$ cat config.mk
export PLATFORM = sky130hd
export DESIGN_NAME = rx_byte_fifo
export DESIGN_NICKNAME = d
export VERILOG_FILES = /design/src/rtl/rx_byte_fifo_pkg.sv /design/src/rtl/rx_byte_fifo_ram.sv /design/src/rtl/rx_byte_fifo.sv
export SDC_FILE = /design/constraint.sdc
export NUM_CORES = 1
export LEC_CHECK = 0
export BUFFER_PORTS_ARGS = -buffer_cell sky130_fd_sc_hd__buf_2
export CAP_MARGIN = 10
export CORE_ASPECT_RATIO = 1.5
export CORE_MARGIN = 2
export CORE_UTILIZATION = 41
export CTS_CLUSTER_DIAMETER = 40
export DETAILED_ROUTE_END_ITERATION = 12
export SKIP_CTS_REPAIR_TIMING = 1
export SLEW_MARGIN = 20
export SYNTH_ARGS = -nofsm -noshare
export SYNTH_HDL_FRONTEND = slang
export SYNTH_SLANG_ARGS = --single-unit
$ cat constraint.sdc
create_clock -name clk -period 3.3 [get_ports clk]
set_clock_uncertainty 0.2 [all_clocks]
set_input_delay 0.66 -clock clk [delete_from_list [all_inputs] [get_ports clk]]
set_output_delay 0.66 -clock clk [all_outputs]
set_load 0.01 [all_outputs]
$ cat src/rtl/rx_byte_fifo_pkg.sv
// Shared constants and helpers for the receive-side byte queue.
// Width/depth defaults match the deserializer and rs232c instances.
package rx_byte_fifo_pkg;

  localparam int RX_FIFO_WIDTH      = 8;
  localparam int RX_FIFO_DEPTH_LOG2 = 4;

  typedef enum logic [1:0] {
    OP_IDLE = 2'b00,
    OP_POP  = 2'b01,
    OP_PUSH = 2'b10,
    OP_BOTH = 2'b11
  } fifo_op_e;

  function automatic fifo_op_e make_op(input logic do_push, input logic do_pop);
    return fifo_op_e'({do_push, do_pop});
  endfunction

endpackage

$ cat src/rtl/rx_byte_fifo_ram.sv
// Register array for the receive queue: one synchronous write port, one
// combinational read port. Contents are never cleared.
module rx_fifo_ram
  import rx_byte_fifo_pkg::*;
#(
  parameter int WIDTH      = RX_FIFO_WIDTH,
  parameter int DEPTH_LOG2 = RX_FIFO_DEPTH_LOG2
) (
  input  logic                  clk,
  input  logic                  we_i,
  input  logic [DEPTH_LOG2-1:0] waddr_i,
  input  logic [WIDTH-1:0]      wdata_i,
  input  logic [DEPTH_LOG2-1:0] raddr_i,
  output logic [WIDTH-1:0]      rdata_o
);

  logic [WIDTH-1:0] mem_q [2**DEPTH_LOG2];

  always_ff @(posedge clk) begin
    if (we_i) begin
      mem_q[waddr_i] <= wdata_i;
    end
  end

  assign rdata_o = mem_q[raddr_i];

endmodule

$ cat src/rtl/rx_byte_fifo.sv
// First-word-fall-through byte queue between the UART deserializer and the core.
// Define RX_FIFO_OVERFLOW_FLAG_EN to build the sticky rx_overflow flop; otherwise it reads 0.
module rx_byte_fifo
  import rx_byte_fifo_pkg::*;
#(
  parameter int WIDTH      = RX_FIFO_WIDTH,
  parameter int DEPTH_LOG2 = RX_FIFO_DEPTH_LOG2
) (
  input  logic                  clk,
  input  logic                  reset,
  input  logic                  push_enable,
  input  logic [WIDTH-1:0]      push_data,
  input  logic                  rx_fifo_pop,
  output logic [WIDTH-1:0]      rx_received_data,
  output logic                  rx_waiting,
  output logic                  rx_full,
  output logic [DEPTH_LOG2:0]   rx_count,
  output logic                  rx_overflow
);

  localparam logic [DEPTH_LOG2:0] DEPTH_C = (DEPTH_LOG2+1)'(2**DEPTH_LOG2);
  localparam logic [DEPTH_LOG2:0] ONE_C   = (DEPTH_LOG2+1)'(1);
  localparam logic [DEPTH_LOG2-1:0] PTR_ONE_C = DEPTH_LOG2'(1);

  logic [DEPTH_LOG2-1:0] wr_ptr_q, wr_ptr_d;
  logic [DEPTH_LOG2-1:0] rd_ptr_q, rd_ptr_d;
  logic [DEPTH_LOG2:0]   count_q, count_d;
  logic                  empty_s, full_s, do_pop_s, do_push_s, drop_s;
  logic [WIDTH-1:0]      head_s;

  assign empty_s   = (count_q == '0);
  assign full_s    = (count_q == DEPTH_C);
  // A pop on a non-empty full queue frees the slot the simultaneous push uses.
  assign do_pop_s  = rx_fifo_pop && !empty_s;
  assign do_push_s = push_enable && (!full_s || do_pop_s);
  assign drop_s    = push_enable && !do_push_s;

  always_comb begin
    wr_ptr_d = wr_ptr_q;
    rd_ptr_d = rd_ptr_q;
    count_d  = count_q;
    if (do_push_s) begin
      wr_ptr_d = wr_ptr_q + PTR_ONE_C;
    end else begin
      wr_ptr_d = wr_ptr_q;
    end
    if (do_pop_s) begin
      rd_ptr_d = rd_ptr_q + PTR_ONE_C;
    end else begin
      rd_ptr_d = rd_ptr_q;
    end
    case (make_op(do_push_s, do_pop_s))
      OP_PUSH: count_d = count_q + ONE_C;
      OP_POP:  count_d = count_q - ONE_C;
      default: count_d = count_q;
    endcase
  end

  always_ff @(posedge clk) begin
    if (reset) begin
      wr_ptr_q <= '0;
      rd_ptr_q <= '0;
      count_q  <= '0;
    end else begin
      wr_ptr_q <= wr_ptr_d;
      rd_ptr_q <= rd_ptr_d;
      count_q  <= count_d;
    end
  end

  rx_fifo_ram #(
    .WIDTH      (WIDTH),
    .DEPTH_LOG2 (DEPTH_LOG2)
  ) u_ram (
    .clk     (clk),
    .we_i    (do_push_s && !reset),
    .waddr_i (wr_ptr_q),
    .wdata_i (push_data),
    .raddr_i (rd_ptr_q),
    .rdata_o (head_s)
  );

  assign rx_received_data = empty_s ? '0 : head_s;
  assign rx_waiting       = empty_s;
  assign rx_full          = full_s;
  assign rx_count         = count_q;

`ifdef RX_FIFO_OVERFLOW_FLAG_EN
  logic overflow_q;

  always_ff @(posedge clk) begin
    if (reset) begin
      overflow_q <= 1'b0;
    end else if (drop_s) begin
      overflow_q <= 1'b1;
    end
  end

  assign rx_overflow = overflow_q;
`else
  logic unused_drop_s;
  assign unused_drop_s = drop_s;
  assign rx_overflow   = 1'b0;
`endif

endmodule

==> summary.md <==
| Metric | Value |
|---|---|
| Outcome | complete, no violations |
| Yosys cell types | 44 |
| Area Growth Syn to Fin | 18.7% |
| CP max-delay cell | or4_1 |
| # nets final | 401 |
| CTS tree | yes |
| Post-synth EDFFs | roughly 130 |
| Dpl cell area | approximately 6400 µm² |
| Vias post-DR | a little over 3000 |
| Post-synthesis sequential area ratio | a little over 70% |
| Reg2reg setup slack | roughly 0.54 ns |
| Critical Path Fanout Max | 9 |
| FILL cells | between 1000 and 1500 |
| Crit path DAT | between 2 and 2.5 ns |
| Top-Level Pins | 28 |
| Die X | a little over 100 µm |
| DR WL/cell | 19.6 µm |
| Worst Tran Pin Value | around 0.75 ns |
| Critical path class | reg -> out |
| DR iter-0 viols | about 180 |
| Cell depth of the worst hold path | 2 |
| Share of cells above drive strength 1 | a little under a third |
| Vias per cell | around 5.2 |
| Final slew viol count | 0 |
| Placer Congestion | roughly 0.74 |
| DRC | 0 |
| CTS clock-pin slew for the worst setup and hold paths | 0.06 ns |
| Asr flop ratio synth | 0% |
| Unrepaired setup endpoints after global routing | no |
| Reg2Reg Depth | 8 |
| Pleak | about 2.3 nW |
| Tot Pwr | just over 5 mW |
| Syn Inst Count | 331 |
| Critical R2R Capture | rx_count[4] |
| Final min period | about 3.1 ns |
| Max VDD drop | between 0.6 and 0.7 mV |
| Clock latency on the worst-skew pair | 0.41 ns |
| Most common cell after layout, fill and taps aside | edfxtp_1 |
| Hold WS | between 0.3 and 0.4 ns |
| CTS root buf | clkbuf_16 |
| Commonest cells after routing, fill and taps aside | edfxtp_1 (128), mux4_2 (32), nor2_1 (27) |
| Max-cap viol count | 0 |
| Die Y | about 150 µm |
| Ant diodes | 0 |
| #FFs+latches synth | ~150 |
| Vias in the first global route | 3235 |
| Worst path required time | roughly 2.4 ns |
| Largest net degree at the start of global routing | 33 |
| Top FF cell, synth | edfxtp_1 |
| Synth Net Count | around 350 |
| Syn avg cell area | 17.9 µm² |
| Fin area | 7030 µm² |
| Rows | 53 |
| Setup TNS | 0 ns |
| Reg2reg start | rx_count[0] |
| Detailed Route WL | approximately 11000 µm |
| Slew HR | around 50% |
| Worst-case clock buffer depth | 2 |
| Final setup vio count | 0 |
| Num CTS Buffers | 17 |
| Final period util | 94.7% |
| Final Util | 50.0% |
| Full die area | around 15000 µm² |
| Worst Min Path Start | rx_count[3] |
| Worst setup SP type | flip-flop |
| First-pass GRT wire length | around 18000 µm |
| Starting Density | between 40% and 50% |
| Yosys warning count | 0 |
| CP peak stage delay | between 0.7 and 0.8 ns |
| Maximum level of the CTS H-tree | 4 |
| Crit. End Element | output pin |
| Post-synthesis cell area | slightly below 6000 µm² |
| Core area | about 14000 µm² |
| Peak Freq | about 320 MHz |
| Clk sink count | roughly 150 |
| Critical path startpoint | rx_count[0] |
| ANT nets after route | 0 |
| Total global-route track usage | around 16% |
| Detailed-placement wirelength estimate | between 7000 and 8000 µm |
| P per Cell Area | 739 nW/µm² |
| Sink of the worst hold path | rx_count[3] |
| Drt pass-1 iters | 4 |
| Fin. Hold Viols | 0 |
| Initial antenna violation count | 0 |
| Congestion Overflow GR | 0 |
| HP Class | reg -> reg |
| Port Buf Inserts | 26 |
| Critical path cell sequence | or4_1 > nor2_2 > a211oi_1 > buf_2 |
flip-flops by register name, indices dropped and copies added, names as in the netlist, named ones only:
| name | cells |
|---|---|
| wr_ptr_q | 4 |
| u_ram.mem_q | 128 |
| rx_count | 5 |
| rd_ptr_q | 4 |
cell usage after synthesis, types with 6 or more instances:
library cell / n / area share [%]
inv_1: 6 / 0.38
dfxtp_1: 17 / 5.7
nor2b_1: 11 / 1.2
edfxtp_1: 128 / 65
ha_1: 8 / 1.7
a211oi_1: 17 / 2.2
nand2_1: 6 / 0.38
mux2i_1: 10 / 1.7
buf_2: 7 / 0.59
nand3_1: 6 / 0.51
mux4_2: 32 / 12
nor2_1: 27 / 1.7
worst max-delay path by stage:
stage | endpoint | slack [ns]
after floorplan | rx_count[4] | 0.83
after global placement | rx_received_data[6] | 0.51
after detailed placement | rx_received_data[4] | 0.50
after CTS | rx_received_data[4] | 0.05
after global routing | rx_received_data[1] | 0.08
final | rx_received_data[2] | 0.18
per-stage QoR:
| stage | worst slack, ns | cells |
|---|---|---|
| 2_1_floorplan | 0.832 | 331 |
| 3_3_place_gp | 0.514 | 553 |
| 3_5_place_dp | 0.497 | 553 |
| 4_1_cts | 0.0472 | 585 |
| 5_1_grt | 0.0756 | 585 |
| 6_report | 0.176 | 585 |
where the power goes:
part	total (mW)	internal [mW]	switching, mW	leakage [nW]
logic	1.00	0.443	0.560	0.712
clock network	2.06	1.38	0.685	0.314
registers	2.13	2.06	0.0731	1.29
per-layer routing:
metal	up-vias	wire, µm	global-route usage (%)
li1	1405	-	-
met4	0	157	6.20
met5	-	0	0
met1	1575	4410	18.5
met3	10	438	4.01
met2	67	6450	29.7
critical path, delay by kind of cell (launching register included):
| kind | cells | cell delay [ns] |
|---|---|---|
| simple gates | 2 | 1.17 |
| buf+inv | 1 | 0.19 |
| compound gates | 1 | 0.13 |
| flops | 1 | 0.36 |
cell families (layout without fill, tap and decap cells):
group                    after synthesis  after routing  share of synthesized area, %
AO/OA/AOI/OAI                         39             39                          4.94
flip-flops                           145            145                          70.6
adder cells (fa/ha/maj)                9              9                          2.03
other                                  1              1                        0.0633
XOR/XNOR                               5              5                         0.739
multiplexers                          44             44                          14.2
buffers and inverters                 24             86                          2.05
AND/OR/NAND/NOR                       64             64                          5.32
layout make-up:
type	count	area, µm²	area share (%)
well taps	192	240	3.42
inverters	7	26.3	0.374
clock inverters	10	181	2.58
multi-input cells	162	1620	23.0
repair buffers	47	313	4.45
clock buffers	22	464	6.60
flip-flops and latches	145	4190	59.6
No activity file was read; power rests on OpenSTA's default activity.
